### src/rtl/ipsxe_floating_point_axis_fifo_ctrl_v1_0_if.sv
// AXI-stream channel bundle used on both the input and output side of the FIFO controller.
// The master drives tdata/tvalid and the slave drives tready.
interface ipsxe_floating_point_axis_fifo_ctrl_v1_0_if #(
    parameter int DATA_WIDTH = 32
);
    logic [DATA_WIDTH-1:0] tdata;
    logic                  tvalid;
    logic                  tready;

    modport master (output tdata, output tvalid, input tready);
    modport slave  (input tdata, input tvalid, output tready);
endinterface

### src/rtl/ipsxe_floating_point_axis_fifo_ctrl_v1_0.sv
// Write/read controller pairing with a dual-port SRAM to form an AXI-stream FWFT FIFO.
// The registered output stage is fed from the SRAM read port, or directly from the input when the SRAM is empty.
module ipsxe_floating_point_axis_fifo_ctrl_v1_0 #(
    parameter int DATA_WIDTH = 32,
    parameter int DEPTH      = 16,
    parameter int ADDR_WIDTH = 4
) (
    input  logic                                          i_aclk,
    input  logic                                          i_rst,
    ipsxe_floating_point_axis_fifo_ctrl_v1_0_if.slave     s_axis,
    ipsxe_floating_point_axis_fifo_ctrl_v1_0_if.master    m_axis,
    output logic [DATA_WIDTH-1:0]                         o_mem_d,
    output logic [ADDR_WIDTH-1:0]                         o_mem_wa,
    output logic                                          o_mem_we,
    output logic [ADDR_WIDTH-1:0]                         o_mem_ra,
    output logic                                          o_mem_re,
    input  logic [DATA_WIDTH-1:0]                         i_mem_q,
    output logic [ADDR_WIDTH:0]                           o_count
);
    localparam int                    CNT_W    = ADDR_WIDTH + 1;
    localparam logic [ADDR_WIDTH-1:0] LAST_PTR = ADDR_WIDTH'(DEPTH - 1);
    localparam logic [CNT_W-1:0]      FULL_CNT = CNT_W'(DEPTH);

    // DEPTH need not be a power of two, so wrap explicitly.
    function automatic logic [ADDR_WIDTH-1:0] ptr_next(input logic [ADDR_WIDTH-1:0] ptr);
        logic [ADDR_WIDTH-1:0] nxt;
        if (ptr == LAST_PTR) begin
            nxt = {ADDR_WIDTH{1'b0}};
        end else begin
            nxt = ptr + ADDR_WIDTH'(1);
        end
        return nxt;
    endfunction

    logic [ADDR_WIDTH-1:0] wr_ptr_r;
    logic [ADDR_WIDTH-1:0] rd_ptr_r;
    logic [CNT_W-1:0]      mem_cnt_r;
    logic [DATA_WIDTH-1:0] out_data_r;
    logic                  out_valid_r;

    logic ready_s;
    logic push_s;
    logic out_free_s;
    logic load_s;
    logic bypass_s;
    logic write_s;

    // Handshake qualification: decide load, bypass or SRAM write for this cycle.
    always_comb begin
        ready_s    = 1'b0;
        push_s     = 1'b0;
        out_free_s = 1'b0;
        load_s     = 1'b0;
        bypass_s   = 1'b0;
        write_s    = 1'b0;
        if (i_rst) begin
            ready_s = 1'b0;
        end else begin
            ready_s = (mem_cnt_r != FULL_CNT);
        end
        push_s     = s_axis.tvalid & ready_s;
        out_free_s = ~out_valid_r | m_axis.tready;
        // A word already in the SRAM must leave before any bypass to keep ordering.
        if (mem_cnt_r != {CNT_W{1'b0}}) begin
            load_s   = out_free_s & ~i_rst;
            bypass_s = 1'b0;
        end else begin
            load_s   = 1'b0;
            bypass_s = out_free_s & push_s;
        end
        write_s = push_s & ~bypass_s;
    end

    assign s_axis.tready = ready_s;
    assign m_axis.tdata  = out_data_r;
    assign m_axis.tvalid = out_valid_r;
    assign o_mem_d       = s_axis.tdata;
    assign o_mem_wa      = wr_ptr_r;
    assign o_mem_we      = write_s;
    assign o_mem_ra      = rd_ptr_r;
    assign o_mem_re      = load_s;
    assign o_count       = mem_cnt_r + {{ADDR_WIDTH{1'b0}}, out_valid_r};

    // Pointer, occupancy and output-register state.
    always_ff @(posedge i_aclk) begin
        if (i_rst) begin
            wr_ptr_r    <= {ADDR_WIDTH{1'b0}};
            rd_ptr_r    <= {ADDR_WIDTH{1'b0}};
            mem_cnt_r   <= {CNT_W{1'b0}};
            out_data_r  <= {DATA_WIDTH{1'b0}};
            out_valid_r <= 1'b0;
        end else begin
            if (write_s) begin
                wr_ptr_r <= ptr_next(wr_ptr_r);
            end
            if (load_s) begin
                rd_ptr_r <= ptr_next(rd_ptr_r);
            end
            case ({write_s, load_s})
                2'b10:   mem_cnt_r <= mem_cnt_r + CNT_W'(1);
                2'b01:   mem_cnt_r <= mem_cnt_r - CNT_W'(1);
                default: mem_cnt_r <= mem_cnt_r;
            endcase
            if (load_s) begin
                out_data_r  <= i_mem_q;
                out_valid_r <= 1'b1;
            end else if (bypass_s) begin
                out_data_r  <= s_axis.tdata;
                out_valid_r <= 1'b1;
            end else begin
                out_valid_r <= out_valid_r & ~m_axis.tready;
            end
        end
    end
endmodule

### src/flat_wrapper.sv
// flat-port wrapper written by rule: the top's interface ports become plain ports
module ipsxe_floating_point_axis_fifo_ctrl_v1_0_flat 
#(
    parameter int DATA_WIDTH = 32,
    parameter int DEPTH      = 16,
    parameter int ADDR_WIDTH = 4
)
  (i_aclk, i_rst, o_mem_d, o_mem_wa, o_mem_we, o_mem_ra, o_mem_re, i_mem_q, o_count, s_axis_tdata, s_axis_tvalid, s_axis_tready, m_axis_tdata, m_axis_tvalid, m_axis_tready);
  ipsxe_floating_point_axis_fifo_ctrl_v1_0_if #(.DATA_WIDTH(DATA_WIDTH)) s_axis_i ();
  ipsxe_floating_point_axis_fifo_ctrl_v1_0_if #(.DATA_WIDTH(DATA_WIDTH)) m_axis_i ();
  input  logic i_aclk;
  input  logic i_rst;
  output logic [DATA_WIDTH-1:0] o_mem_d;
  output logic [ADDR_WIDTH-1:0] o_mem_wa;
  output logic o_mem_we;
  output logic [ADDR_WIDTH-1:0] o_mem_ra;
  output logic o_mem_re;
  input  logic [DATA_WIDTH-1:0] i_mem_q;
  output logic [ADDR_WIDTH:0] o_count;
  input wire logic [$bits(s_axis_i.tdata)-1:0] s_axis_tdata;
  input wire logic [$bits(s_axis_i.tvalid)-1:0] s_axis_tvalid;
  output wire logic [$bits(s_axis_i.tready)-1:0] s_axis_tready;
  output wire logic [$bits(m_axis_i.tdata)-1:0] m_axis_tdata;
  output wire logic [$bits(m_axis_i.tvalid)-1:0] m_axis_tvalid;
  input wire logic [$bits(m_axis_i.tready)-1:0] m_axis_tready;
  assign s_axis_i.tdata = s_axis_tdata;
  assign s_axis_i.tvalid = s_axis_tvalid;
  assign s_axis_tready = s_axis_i.tready;
  assign m_axis_tdata = m_axis_i.tdata;
  assign m_axis_tvalid = m_axis_i.tvalid;
  assign m_axis_i.tready = m_axis_tready;
  ipsxe_floating_point_axis_fifo_ctrl_v1_0 #(.DATA_WIDTH(DATA_WIDTH), .DEPTH(DEPTH), .ADDR_WIDTH(ADDR_WIDTH)) u_core (.i_aclk(i_aclk), .i_rst(i_rst), .s_axis(s_axis_i), .m_axis(m_axis_i), .o_mem_d(o_mem_d), .o_mem_wa(o_mem_wa), .o_mem_we(o_mem_we), .o_mem_ra(o_mem_ra), .o_mem_re(o_mem_re), .i_mem_q(i_mem_q), .o_count(o_count));
endmodule
### config.mk
export PLATFORM = sky130hd
export DESIGN_NAME = ipsxe_floating_point_axis_fifo_ctrl_v1_0_flat
export DESIGN_NICKNAME = d
export VERILOG_FILES = /design/src/rtl/ipsxe_floating_point_axis_fifo_ctrl_v1_0_if.sv /design/src/rtl/ipsxe_floating_point_axis_fifo_ctrl_v1_0.sv /design/src/flat_wrapper.sv
export SDC_FILE = /design/constraint.sdc
export NUM_CORES = 1
export LEC_CHECK = 0
export ABC_CLOCK_PERIOD_IN_PS = 6000
export CAP_MARGIN = 5
export CORE_ASPECT_RATIO = 2
export CORE_MARGIN = 10
export CORE_UTILIZATION = 40
export CTS_CLUSTER_SIZE = 40
export DETAILED_ROUTE_END_ITERATION = 7
export MAX_ROUTING_LAYER = met4
export PLACE_DENSITY = 0.93
export SLEW_MARGIN = 10
export SYNTH_ARGS = -nofsm -noshare
export SYNTH_HDL_FRONTEND = slang
export SYNTH_SLANG_ARGS = --single-unit
export TNS_END_PERCENT = 10
### constraint.sdc
create_clock -name i_aclk -period 6 [get_ports i_aclk]
set_input_delay 0.6 -clock i_aclk [delete_from_list [all_inputs] [get_ports i_aclk]]
set_output_delay 0.6 -clock i_aclk [all_outputs]
set_load 0.01 [all_outputs]
==> flow_summary.ini <==
[layout]
layout-drive-gt1-share_pct = 4.28
multi_input_area_um2 = 1160
area.sequential_um2 = 921
final_util_pct = 64.8
layout.cells.non_filler = 484
final.fill_count = 497
layout.nets = 497
antenna-diode-count = 0
area_growth_syn_to_layout_pct = 59.4

[detailed_routing]
remaining_drc_errors = 0
drtIter0Drc = 193
detailedRoute.firstPassIterationCount = 5
count_of_nets_left_with_antenna_violations_after_detail_routing = 0
mean_routed_wirelength_per_cell_um = 17.3
detail_route.vias_per_cell = 5.29
finalWirelength_um = 8400
vias = 2559

[clock_network]
cts.htree.levels = 2
numClockSinks = 46
clock-root-buffer = sky130_fd_sc_hd__clkbuf_16
postCtsResizedCells = 0
worst_skew_pair.late_latency_ns = 0.28
cts_made_buffers = 5
cts_max_path_buffers = 2
cts-hold-fix-buffers = 0
cts_tree = built
clkTransAtPathRegs_ns = 0.06
post_cts_buffers = 0

[synthesis]
synth_cells = 312
async_reset_ff_share_pct = 0
ys_seq_elements = 46
netlist.area_leader.share_pct = 38.0
avgSynthCellArea_um2 = 7.76
ys_types = 40
post_synth_edffs = 0
synth_nets = 389
synth_top_cell_by_area = sky130_fd_sc_hd__dfxtp_1
yosysMostFrequentCell = sky130_fd_sc_hd__nand2_1
yosysWarnings = 0
synth_top_flop_cell = sky130_fd_sc_hd__dfxtp_1
synth.top_cells.by_count = sky130_fd_sc_hd__nand2_1, sky130_fd_sc_hd__dfxtp_1, sky130_fd_sc_hd__a31oi_1, sky130_fd_sc_hd__o21ai_0, sky130_fd_sc_hd__buf_4
ys_top_cells_by_area = sky130_fd_sc_hd__dfxtp_1, sky130_fd_sc_hd__nand2_1, sky130_fd_sc_hd__buf_4
synth.cell_area_um2 = 2420
synth_sequential_area_ratio_pct = 38.0

[sta]
finalSetupViolCount = 0
timing.setup.tns_ns = 0
timing.final.ws_setup_ns = 2.44
worstMarginPinSlew_ns = 0.664
final-max-slew-violation-count = 0
max_freq_mhz = 281
min_period_over_period_pct = 59.3
unrepaired_setup_endpoints_after_global_routing = false
timing.max_slew.rel_slack_pct = 55.6
worst_clock_skew_ns = 0.00718
final.hold.worst_slack_ns = 0.499
hold_viol = 0
finalCriticalPeriod_ns = 3.56

[setup_path]
crit_path_required_time_ns = 6.16
startpoint_type_of_the_worst_setup_path = input pin
timing.setup.critical_path_class = input pin to register
critPathTopFamily = buffers and inverters
critical-path-top-cell-by-count = sky130_fd_sc_hd__ha_1
worst-endpoint-arrival_ns = 3.72
timing.critical_path.cells = clkdlybuf4s50_1 > clkinv_1 > o211ai_2 > inv_2 > buf_4 > ha_1 > ha_1 > or2_2 > o22ai_1 > mux2i_1 > mux2_2
cp_bufs_invs = 4
timing.critical_path.fanout_max = 38
worst_setup_path_end_kind = register
timing.critical_path.slowest_cell_delay_ns = 0.90
cell_type_of_the_slowest_stage_on_the_worst_timing_path = sky130_fd_sc_hd__clkdlybuf4s50_1

[floorplanning]
ioPinCount = 149
area_of_the_die_um2 = 9760
area_of_the_core_um2 = 5960
initial_core_util_pct = 40.7
die_x_um = 75.0
std_cell_rows = 40
die-height_um = 130

[global_routing]
grt_antenna_before_repair = 0
maximum_number_of_pins_on_one_net_before_global_route_repair = 64
overflow = 0
first_pass_grt_wire_length_um = 12900
first_global_vias = 2721
grt_usage_pct = 17.2

[placed_design]
gpl.final_weighted_congestion = 0.795
pre_cts_slack_ns = 2.15
port_buffers = 148
dp_hpwl_um = 6560
place.detailed.instances = 476

[flow_run]
max_cap_violations = 0

[worst_hold_path]
worst_hold_path_type = register to register

[run_status]
status = finished, final reports clean

[pwr]
power_leakage_uw = 0.00155
power.ir.vdd_worst_mv = 0.160
cellPowerDensity_nw_per_um2 = 279
## layout by cell type (no fill, tap or decap), types with 2 or more instances in the layout
cell,n
sky130_fd_sc_hd__nor2_1,10
sky130_fd_sc_hd__xor2_1,2
sky130_fd_sc_hd__nand2_1,74
sky130_fd_sc_hd__clkdlybuf4s50_1,148
sky130_fd_sc_hd__nor2b_1,4
sky130_fd_sc_hd__clkbuf_16,5
sky130_fd_sc_hd__a21o_1,2
sky130_fd_sc_hd__mux2i_1,3
sky130_fd_sc_hd__ha_1,8
sky130_fd_sc_hd__o21ai_0,33
sky130_fd_sc_hd__a21oi_1,10
sky130_fd_sc_hd__nand3_1,4
sky130_fd_sc_hd__and3_1,2
sky130_fd_sc_hd__buf_4,4
sky130_fd_sc_hd__dfxtp_1,46
sky130_fd_sc_hd__inv_1,6
sky130_fd_sc_hd__a31oi_1,34
sky130_fd_sc_hd__clkbuf_8,2
sky130_fd_sc_hd__xnor2_1,2
## worst reg2reg max path, stage by stage (launching register included)
cell,delay [ns]
sky130_fd_sc_hd__dfxtp_1,0.38
sky130_fd_sc_hd__or4_1,0.59
sky130_fd_sc_hd__o211ai_2,0.20
sky130_fd_sc_hd__inv_2,0.04
sky130_fd_sc_hd__buf_4,0.25
sky130_fd_sc_hd__ha_1,0.31
sky130_fd_sc_hd__ha_1,0.22
sky130_fd_sc_hd__or2_2,0.29
sky130_fd_sc_hd__o22ai_1,0.18
sky130_fd_sc_hd__mux2i_1,0.23
sky130_fd_sc_hd__mux2_2,0.34
## final timing paths
path / start / end / slack (ns) / depth (start not counted)
worst max-delay path: i_rst / u_core.mem_cnt_r[4] / 2.44 / 11
worst min-delay path: u_core.o_mem_wa[1] / u_core.o_mem_wa[1] / 0.50 / 2
worst max register to register: u_core.mem_cnt_r[0] / u_core.mem_cnt_r[4] / 2.86 / 10
worst min register to register: u_core.o_mem_wa[1] / u_core.o_mem_wa[1] / 0.50 / 2
## logic make-up (layout without fill, tap and decap cells)
logic type,Yosys count,count (layout),share of synthesized area [%]
compound gates,88,88,21.6
flops,46,46,38.0
buf+inv,59,168,14.5
xor+xnor,4,4,1.45
fa+ha+maj,9,9,4.96
mux,4,4,1.70
simple gates,102,102,17.8
## registers in the layout (all words and copies together), names as in the netlist
register	cells
u_core.o_mem_ra	4
u_core.o_mem_wa	4
u_core.m_axis.tvalid	1
u_core.mem_cnt_r	5
u_core.m_axis.tdata	32
## report_power, final
group | switching (uW) | internal [uW]
Combinational | 199 | 203
Clock | 113 | 178
Sequential | 31.3 | 351
Total | 344 | 732
## per-layer routing
metal / global-route usage (%) / vias to the layer above / share of wire (%)
li1: - / 1264 / -
met1: 18.0 / 1190 / 37
met2: 30.6 / 93 / 56
met3: 3.12 / 12 / 5.2
met4: 6.61 / 0 / 1.9
met5: - / - / 0
## area by class of cell
class	count	share of cell area, %
clock buffer	7	3.95
sequential	46	23.8
multi-input combinational	207	30.0
timing repair buffer	152	39.1
tap	63	2.04
clock inverter	1	0.227
inverter	8	0.778
## through the flow
stage	total power [uW]	area [um2]
after floorplan	591	2420
after global placement	782	3700
after detailed placement	795	3700
after CTS	1090	3860
after global routing	1140	3860
final	1080	3860
No activity file was read; power rests on OpenSTA's default activity.
